## src/rtl/muldiv_pkg.sv

```systemverilog
// Shared encodings for the MULT/DIV sequencer: FSM states, op select values, default timing.
package muldiv_pkg;

    typedef enum logic [1:0] {
        IDLE  = 2'd0,
        RUN   = 2'd1,
        WRITE = 2'd2,
        DZERO = 2'd3
    } state_t;

    localparam logic OP_MULT = 1'b0;
    localparam logic OP_DIV  = 1'b1;

    localparam int ITER_DEFAULT  = 32;
    localparam int CNT_W_DEFAULT = 6;

endpackage

```

## src/rtl/muldiv_iter_cnt.sv

```systemverilog
// Iteration counter for the mult/div sequencer: synchronous clear beats enable,
// terminal flag marks the last iteration cycle (count == ITER-1).
module muldiv_iter_cnt #(
    parameter int CNT_W = 6,
    parameter int ITER  = 32
) (
    input  logic             clock,
    input  logic             reset,
    input  logic             clr,
    input  logic             en,
    output logic [CNT_W-1:0] count,
    output logic             term
);

    logic [CNT_W-1:0] count_q;
    logic [CNT_W-1:0] count_d;

    always_comb begin
        count_d = count_q;
        if (clr) begin
            count_d = '0;
        end else if (en) begin
            count_d = count_q + CNT_W'(1);
        end
    end

    always_ff @(posedge clock) begin
        if (reset) begin
            count_q <= '0;
        end else begin
            count_q <= count_d;
        end
    end

    assign count = count_q;
    assign term  = (count_q == CNT_W'(ITER - 1));

endmodule

```

## src/rtl/muldiv_ctrl.sv

```systemverilog
// Sequencer for the iterative MULT/DIV units and HI/LO writeback; stalls the main
// control unit while busy. All outputs are Moore-decoded from registered state.
module muldiv_ctrl
    import muldiv_pkg::*;
#(
    parameter int ITER  = ITER_DEFAULT,
    parameter int CNT_W = CNT_W_DEFAULT
) (
    input  logic        clock,
    input  logic        reset,
    input  logic        start_mult,
    input  logic        start_div,
    input  logic [31:0] operand_b,
    input  logic        abort,
    output logic        mult_start,
    output logic        div_start,
    output logic        multCtrl,
    output logic        divCtrl,
    output logic        HiCtrl,
    output logic        LoCtrl,
    output logic        busy,
    output logic        done,
    output logic        div_zero
);

    state_t state_q;
    state_t state_d;
    logic   op_q;
    logic   op_d;

    logic [CNT_W-1:0] cnt;
    logic             cnt_term;
    logic             cnt_clr;
    logic             cnt_en;

    // Counter sits at zero outside RUN, so every RUN entry starts from a clean count.
    assign cnt_clr = (state_q != RUN) || abort;
    assign cnt_en  = (state_q == RUN);

    muldiv_iter_cnt #(
        .CNT_W (CNT_W),
        .ITER  (ITER)
    ) u_iter_cnt (
        .clock (clock),
        .reset (reset),
        .clr   (cnt_clr),
        .en    (cnt_en),
        .count (cnt),
        .term  (cnt_term)
    );

    always_comb begin
        state_d = state_q;
        op_d    = op_q;
        case (state_q)
            IDLE: begin
                // abort outranks starts; MULT outranks DIV when both arrive together
                if (!abort) begin
                    if (start_mult) begin
                        op_d    = OP_MULT;
                        state_d = RUN;
                    end else if (start_div) begin
                        if (operand_b != 32'd0) begin
                            op_d    = OP_DIV;
                            state_d = RUN;
                        end else begin
                            state_d = DZERO;
                        end
                    end
                end
            end
            RUN: begin
                if (abort) begin
                    state_d = IDLE;
                end else if (cnt_term) begin
                    state_d = WRITE;
                end
            end
            WRITE:   state_d = IDLE;
            DZERO:   state_d = IDLE;
            default: state_d = IDLE;
        endcase
    end

    always_ff @(posedge clock) begin
        if (reset) begin
            state_q <= IDLE;
            op_q    <= OP_MULT;
        end else begin
            state_q <= state_d;
            op_q    <= op_d;
        end
    end

    // op_q is held through IDLE so the HI/LO muxes stay on the last result source.
    assign mult_start = (state_q == RUN) && (cnt == '0) && (op_q == OP_MULT);
    assign div_start  = (state_q == RUN) && (cnt == '0) && (op_q == OP_DIV);
    assign multCtrl   = op_q;
    assign divCtrl    = op_q;
    assign HiCtrl     = (state_q == WRITE);
    assign LoCtrl     = (state_q == WRITE);
    assign done       = (state_q == WRITE);
    assign div_zero   = (state_q == DZERO);
    assign busy       = (state_q != IDLE);

endmodule

```

## config.mk

```make
export PLATFORM = sky130hd
export DESIGN_NAME = muldiv_ctrl
export DESIGN_NICKNAME = d
export VERILOG_FILES = /design/src/rtl/muldiv_pkg.sv /design/src/rtl/muldiv_iter_cnt.sv /design/src/rtl/muldiv_ctrl.sv
export SDC_FILE = /design/constraint.sdc
export NUM_CORES = 1
export LEC_CHECK = 0
export BUFFER_PORTS_ARGS = -buffer_cell sky130_fd_sc_hd__buf_4
export CAP_MARGIN = 0
export CORE_MARGIN = 3
export CORE_UTILIZATION = 36
export DETAILED_ROUTE_END_ITERATION = 16
export GPL_TIMING_DRIVEN = 0
export PLACE_DENSITY = 0.76
export SLEW_MARGIN = 25
export SYNTH_ARGS = -nofsm -noshare
export SYNTH_HDL_FRONTEND = slang
export SYNTH_SLANG_ARGS = --single-unit
```

## constraint.sdc

```tcl
create_clock -name clock -period 1.7 [get_ports clock]
set_clock_uncertainty 0.15 [all_clocks]
set_input_delay 0.255 -clock clock [delete_from_list [all_inputs] [get_ports clock]]
set_output_delay 0.255 -clock clock [all_outputs]
set_load 0.02 [all_outputs]
```

* Word level (Yosys, flattened, before mapping)
Index checks and enable logic that the tools add are counted.
** Operators by class
- Multiplexer cells :: 10
- Div/mod/pow operators :: 0
- Shift-type cells :: 0
- Reductions and logical operators :: 14
- Eq/ne operators :: 8
- $lt $le $gt $ge :: 0
- Bitwise operators :: 2
- $add $sub $neg :: 1
- $mul :: 0
** Operator list (count)
- $reduce_bool 32->1 :: 1
- $mux 2 :: 6
- $add 6x1->6 const B :: 1
- $eq 6x5->1 const B :: 1
- $logic_not 6->1 :: 1
- $ne 3x3->1 const B :: 2
- $pmux 2 s3 :: 1
- $reduce_bool 2->1 :: 3
- $eq 2x2->1 const B :: 2
- $reduce_and 4->1 :: 1
- $reduce_or 2->1 :: 2
- $logic_and 1x1->1 :: 3
- $mux 1 :: 3
- $reduce_and 3->1 :: 1
- $eq 2x1->1 const B :: 1
- $logic_not 2->1 :: 1
- $ne 2x1->1 const B :: 1
- $ne 2x2->1 const B :: 1
- $not 1->1 :: 2
- $logic_or 1x1->1 :: 1
** Word-level totals
- Bits in latches :: 0
- RAM bits :: 0
- Output and inout bits :: 9
- Logic and storage cells :: 38
- Bits of input ports :: 37
- Memories :: 0
- Memory bits (read-only) :: 0
- Flip-flop bits (word level) :: 9

* Longest topological paths before layout
Gate-level depths: netlist of the first run.
- Depth in word-level cells :: 6
- Mapped depth :: 4
- Gate-level depth less buffers :: 4

* Modules after synthesis
From an unflattened synthesis of the first run, not the netlist that was laid out.
** Second synthesis, totals
- Cells, all modules :: 70
- Area, all modules :: 559.3 µm²
** By module, submodules not included
- muldiv_ctrl :: cells each 42, area each 300.3 µm², instances 1, sequential area each 60.1 µm²
- muldiv_iter_cnt :: cells each 28, area each 259.0 µm², instances 1, sequential area each 120.1 µm²

* Worst setup path after synthesis of the first run
No wires, ideal clock.
- Kind :: reg-to-output
- Start :: register u_iter_cnt.count_q[2] (netlist: u_iter_cnt.count[2])
- End :: output port div_start
- Setup slack :: 0.308 ns
- Arrival :: 0.987 ns
- Cell stages (with the launch flop) :: 4
- Path through :: dfxtp_1 nor4_1 nand3_1 nor2_1
** On the way
- Longest elaborated chain between the ends :: 3
** Ends and longest elaborated chain
- start: declaration :: line muldiv_iter_cnt.sv:15 : logic [CNT_W-1:0] count_q;
- start signal: assignment :: line muldiv_iter_cnt.sv:31 : count_q <= count_d;
- $logic_not 6->1 :: line muldiv_ctrl.sv:97 : assign div_start = (state_q == RUN) && (cnt == '0) && (op_q == OP_DIV);
- $logic_and 1x1->1 (2 in series) :: line muldiv_ctrl.sv:97
- end: declaration :: line muldiv_ctrl.sv:16 : output logic div_start,
No other way between the ends.

* Worst setup path after layout of the first run
- Start :: register u_iter_cnt.count_q[5] (netlist: u_iter_cnt.count[5])
- End :: output port div_start
The elaborated chain is that of the path after synthesis.

==> results of run 1 <==
layout make-up:
cell class / count / area share, %
Buffer: 3 / 2.38
Clock buffer: 4 / 2.77
Inverter: 5 / 1.98
Multi-Input combinational cell: 52 / 34.9
Sequential cell: 9 / 19.6
Tap cell: 15 / 1.98
Timing Repair Buffer: 46 / 36.5
synthesized netlist by cell type (all sizes together):
| library cell | instances |
|---|---|
| ha | 2 |
| o211ai | 2 |
| nor2b | 1 |
| o21ai | 2 |
| nor2 | 10 |
| nor3 | 2 |
| and2 | 1 |
| or4 | 1 |
| xnor2 | 3 |
| nand2 | 6 |
| inv | 5 |
| nand3 | 2 |
| o311ai | 1 |
| nand3b | 1 |
| nor4 | 9 |
| mux2i | 1 |
| buf | 3 |
| nor3b | 1 |
| nand4 | 1 |
| and3 | 1 |
| a21oi | 2 |
| and2b | 1 |
| or3 | 2 |
| dfxtp | 9 |
per-layer routing:
metal | GRT usage [%] | vias to the layer above | wire length, um
met3 | 4.88 | 0 | 58
met5 | 0 | - | 0
met2 | 38.4 | 13 | 1020
li1 | - | 344 | -
met1 | 21.3 | 292 | 619
met4 | 1.81 | 0 | 0
worst min-delay path by stage:
stage                     startpoint          to  slack, ps  cells past startpoint
final                          reset  state_q[0]         40                      2
after global routing           reset  state_q[0]         30                      2
after CTS                      reset  state_q[0]         30                      2
after detailed placement       reset  state_q[0]        300                      2
after global placement         reset  state_q[0]        290                      2
after floorplan                reset  state_q[0]        170                      1
power by group through the flow:
stage	combinational (mW)	sequential (mW)	clock, mW
6_report	0.114	0.218	0.160
5_1_grt	0.125	0.219	0.178
4_1_cts	0.115	0.219	0.165
3_5_place_dp	0.115	0.224	0
3_3_place_gp	0.111	0.224	0
2_1_floorplan	0.0314	0.225	0
flip-flops by register name, summed over array words and instances (netlist names):
signal and flops:
state_q 2, divCtrl 1, u_iter_cnt.count 6
kinds of logic after synthesis:
logic type                 synth area share [%]
and+or+nand+nor                            39.2
DFF                                        33.6
buffers and inverters                      7.69
AOI/OAI and AO/OA                          8.16
xor gates and xnor gates                   4.90
adders and majority gates                  4.66
muxes                                      1.86
per-stage QoR:
stage	util [%]	power, mW	area (um2)
floorplan	-	0.256	537
global placement	66.2	0.335	893
detailed placement	66.2	0.338	893
CTS	69.4	0.499	937
global route	70.2	0.522	947
finish	70.2	0.492	947
critical path, delay by kind of cell (launching register included):
family / cells / cell delay, ps
DFF: 1 / 350
buffers and inverters: 1 / 150
and+or+nand+nor: 3 / 530
repair_timing:
action                                  CTS  global route
pin swaps                                 3             2
buffers inserted                          0             1
hold buffers                              0             0
gates resized for setup                   4             1
endpoints found under the setup margin    2             2
gates cloned                              0             0
==> reports/qor.txt, run 1 <==
Yosys cell types -> 27
fmax -> 593 MHz
worst setup path start -> u_iter_cnt.count[5]
initial antenna violation count -> 0
clock-pin transition on the worst setup and hold timing paths -> 60 ps
max-cap viol count -> 0
final critical-path share of the clock period -> 99.2%
Post-Route WL -> 1.70 mm
Final Critical Period -> 1690 ps
Ys Warns -> 0
Slowest-stage cell, CP -> dfxtp_4
crit path cell chain -> nor4_4 -> nand3_1 -> nor2_1 -> buf_4
All-Layer GR Usage -> 19.6%
Starting Density -> 39.8%
Clock Path Buffers -> 2
sequential area share after synthesis -> 33.6%
Mapped Cells -> 69
Die X -> 44.6 um
Max FO, Critical Path -> 2
R2R Path End -> state_q[1]
cell accounting for the most synthesized area -> dfxtp_1
final worst setup slack -> 13.5 ps
CP endpoint -> div_start
Worst Path Required -> 1290 ps
WL/cell -> 12.7 um
Num CTS Buffers -> 3
dpl ws -> 104 ps
HPWL Detailed -> 1.47 mm
Final nets -> 159
Ports -> 46
Fill cells -> 126
Setup CP Type -> reg2out
first-pass GRT wire length -> 2.86 mm
Int Power -> 377 uW
Hold Fails Final Rpt -> 0
CP Launch Type -> flip-flop
r2r startpoint -> state_q[1]
row cnt -> 13
CORE AREA -> 0.00135 mm2
post-route insts no fill -> 134
Reg area -> 185 um2
Post-Syn Area -> 537 um2
DRC viols -> 0
clock share of power -> 32.6%
Pre-antenna DRT Iters -> 4
WP data arrival -> 1280 ps
Clock Latency Late Sink -> 260 ps
R2R Setup Slk -> 210 ps
DR vias -> 649
n_diodes -> 0
vias in the first global route -> 652
Crit path largest cell delay -> 350 ps
Avg Cell Area, Syn -> 7.78 um2
status -> finished, final reports clean
remaining global-route overflow -> 0
unrepaired setup endpoints after global routing -> true
Hold WS -> 37.9 ps
die area -> 0.00199 mm2
placed cell count -> 129
PortBufs -> 45
final slew viol count -> 0
Die H -> 44.6 um
htree depth -> 1
largest cells by area after synthesis -> dfxtp_1, nor4_1, nor2_1
Worst-Margin Slew -> 307 ps
Tightest Hold Check Type -> in2reg
GP Congestion -> 0.729
Comb power frac -> 23.2%
P per Cell Area -> 520 mW/mm2
footprint of the multi-input gates -> 330 um2
leakage power total -> 0.434 nW
root buffer cell -> clkbuf_4
post-synthesis register bit count -> 9
Worst IR Drop VDD -> 0.484 mV
Final Setup Violations -> 0
Crit. End Element -> primary output
Yosys top cell area share -> 33.6%
pin count of the biggest net entering global routing -> 7
CTS tree -> built
sequential share of power -> 44.2%
Area Overhead vs Synth -> 76.5%
share of cells above drive strength 1 -> 48.7%
commonest non-fill, non-tap cell in the layout -> buf_4
Net Sw Frac -> 23.5%
vias per cell -> 4.84
commonest non-fill, non-tap cells in the layout -> buf_4, nor2_1, nor4_1
Detail Route Antenna Nets -> 0
Slew HR -> 79.3%
switching pwr -> 116 uW
drt first-iter violations -> 10
Clock Sinks -> 9
total negative slack -> 0 ps
R2R depth -> 4
Syn Nets -> 108
Note: power is estimated with default switching activity, not from simulation.
==> inputs of run 2 (changes only) <==
--- a/config.mk
+++ b/config.mk
@@ -12,6 +12,7 @@
 export DETAILED_ROUTE_END_ITERATION = 16
 export GPL_TIMING_DRIVEN = 0
 export PLACE_DENSITY = 0.76
+export RECOVER_POWER = 25
 export SLEW_MARGIN = 25
 export SYNTH_ARGS = -nofsm -noshare
 export SYNTH_HDL_FRONTEND = slang
==> run 2 against run 1 <==
Against the previous run: global-route usage did not move; via count fell by 0.46%; cell count did not move; largest cell class unchanged; largest power group unchanged; worst hold slack barely moved; utilization fell by 0.56 points; wire length fell by 0.71%.
==> reports/qor.txt, run 2 (synthesis gave the netlist of run 1 again) <==
WHS Endpoint -> state_q[0] (unchanged)
WP data arrival -> 1280 ps (about the same)
Int Power -> 375 uW (was 377 uW)
Post-Route WL -> 1.69 mm (was 1.70 mm)
share of cells above drive strength 1 -> 46.2% (was 48.7%)
PortBufs -> 45 (unchanged)
R2R depth -> 4 (unchanged)
Slew HR -> 79.3% (about the same)
Crit. End Element -> primary output (unchanged)
Die H -> 44.6 um (unchanged)
Starting Density -> 39.8% (unchanged)
P per Cell Area -> 520 mW/mm2 (about the same)
die area -> 0.00199 mm2 (unchanged)
CP Launch Type -> flip-flop (unchanged)
Die X -> 44.6 um (unchanged)
status -> finished, final reports clean (unchanged)
Clock Path Buffers -> 2 (unchanged)
remaining global-route overflow -> 0 (unchanged)
fmax -> 593 MHz (about the same)
Largest register FFs -> 6 (unchanged)
DRC viols -> 0 (unchanged)
CTS tree -> built (unchanged)
Clock Latency Late Sink -> 260 ps (about the same)
root buffer cell -> clkbuf_4 (unchanged)
Setup CP Type -> reg2out (unchanged)
worst hold start -> reset (unchanged)
WL/cell -> 12.6 um (was 12.7 um)
final slew viol count -> 0 (unchanged)
Comb power frac -> 22.9% (was 23.2%)
Area Overhead vs Synth -> 75.1% (was 76.5%)
Final Setup Violations -> 0 (unchanged)
clock-pin transition on the worst setup and hold timing paths -> 60 ps (about the same)
CORE AREA -> 0.00135 mm2 (unchanged)
Worst-Margin Slew -> 307 ps (about the same)
Crit path max-delay family -> simple AND/OR/NAND/NOR gates (unchanged)
Max FO, Critical Path -> 2 (unchanged)
HPWL Detailed -> 1.47 mm (unchanged)
Num CTS Buffers -> 3 (unchanged)
initial antenna violation count -> 0 (unchanged)
final critical-path share of the clock period -> 99.2% (about the same)
R2R Setup Slk -> 130 ps (was 210 ps)
commonest non-fill, non-tap cells in the layout -> buf_4, nor2_1, nor4_1 (unchanged)
final worst setup slack -> 13.9 ps (was 13.5 ps)
Hold Fails Final Rpt -> 0 (unchanged)
vias per cell -> 4.82 (was 4.84)
n_diodes -> 0 (unchanged)
r2r startpoint -> state_q[1] (unchanged)
Tightest Hold Check Type -> in2reg (unchanged)
Pwr Total -> 489 uW (was 492 uW)
Final Critical Period -> 1690 ps (about the same)
unrepaired setup endpoints after global routing -> true (unchanged)
Fill cells -> 128 (was 126)
switching pwr -> 114 uW (was 116 uW)
row cnt -> 13 (unchanged)
Pre-antenna DRT Iters -> 3 (was 4)
dpl ws -> 104 ps (unchanged)
All-Layer GR Usage -> 19.6% (unchanged)
GP Congestion -> 0.729 (unchanged)
first-pass GRT wire length -> 2.86 mm (unchanged)
hold-critical path depth -> 2 (unchanged)
sequential share of power -> 44.5% (was 44.2%)
Worst Path Required -> 1290 ps (about the same)
Final nets -> 159 (unchanged)
Worst IR Drop VDD -> 0.477 mV (was 0.484 mV)
pin count of the biggest net entering global routing -> 7 (unchanged)
Net Sw Frac -> 23.3% (was 23.5%)
vias in the first global route -> 652 (unchanged)
Slowest-stage cell, CP -> dfxtp_4 (unchanged)
leakage power total -> 0.429 nW (was 0.434 nW)
crit path cell chain -> nor4_4 -> nand3_1 -> nor2_1 -> buf_4 (unchanged)
Detail Route Antenna Nets -> 0 (unchanged)
R2R Path End -> state_q[1] (unchanged)
Crit path largest cell delay -> 350 ps (about the same)
Ports -> 46 (unchanged)
clock share of power -> 32.6% (about the same)
commonest non-fill, non-tap cell in the layout -> buf_4 (unchanged)
DR vias -> 646 (was 649)
Buffers & Inverters on Critical Path -> 1 (unchanged)
htree depth -> 1 (unchanged)
drt first-iter violations -> 10 (unchanged)
max-cap viol count -> 0 (unchanged)
Clock Sinks -> 9 (unchanged)
-- run 2: cell types whose count changed in the layout (fill, tap and decap cells not counted), sizes merged --
cell and change:
buf -1, clkbuf +1
-- run 2: worst max path at each step --
stage	from	end	slack, ps	depth (start not counted)
floorplan	u_iter_cnt.count[2]	div_start	310	3
global placement	operand_b[29]	state_q[1]	150	5
detailed placement	operand_b[12]	state_q[1]	100	5
CTS	u_iter_cnt.count[5]	div_start	5	4
global route	u_iter_cnt.count[5]	mult_start	-80	4
finish	u_iter_cnt.count[5]	div_start	10	4
-- run 2: power groups by stage --
stage	registers (mW)	clock network, mW	logic (mW)
floorplan	0.225	0	0.0314
global placement	0.224	0	0.111
detailed placement	0.224	0	0.115
CTS	0.219	0.165	0.115
global route	0.219	0.178	0.123
finish	0.218	0.159	0.112
-- run 2: layout make-up --
| cell class | count | area, um2 | area share [%] |
|---|---|---|---|
| sequential | 9 | 185 | 19.7 |
| multi-input combinational | 52 | 327 | 34.8 |
| inverter | 5 | 18.8 | 2.00 |
| buffer | 3 | 22.5 | 2.40 |
| clock buffer | 4 | 26.3 | 2.80 |
| tap | 15 | 18.8 | 2.00 |
| timing repair buffer | 46 | 342 | 36.4 |
-- run 2: layer usage --
metal / wire length (um) / part of all wire (%) / vias up / track usage [%]
met5: 0 / 0 / - / 0
met4: 0 / 0 / 0 / 1.81
met3: 60 / 3.6 / 0 / 4.88
met2: 1020 / 60 / 12 / 38.4
met1: 608 / 36 / 290 / 21.3
li1: - / - / 344 / -
-- run 2: timing repair --
item                                    4_1_cts  5_1_grt
hold buffers                                  0        0
resized for setup                             4        1
buffers inserted                              0        1
pin swaps                                     3        2
endpoints found under the setup margin        2        2
-- run 2: worst reg2reg max path: stages, from the launching register on --
cell and delay (ps):
dfxtp_1 330, and2b_1 260, nand2_1 160, or4_1 540, o21ai_1 80
-- run 2: stage by stage --
stage	hold slack [ps]	setup TNS (ps)	instance area, um2	util, %	instances
5_1_grt	31.8	-133	940	69.6	134
3_5_place_dp	300	0	893	66.2	129
6_report	37.7	0	940	69.6	134
2_1_floorplan	174	0	537	-	69
4_1_cts	25.7	0	937	69.4	133
3_3_place_gp	294	0	893	66.2	129
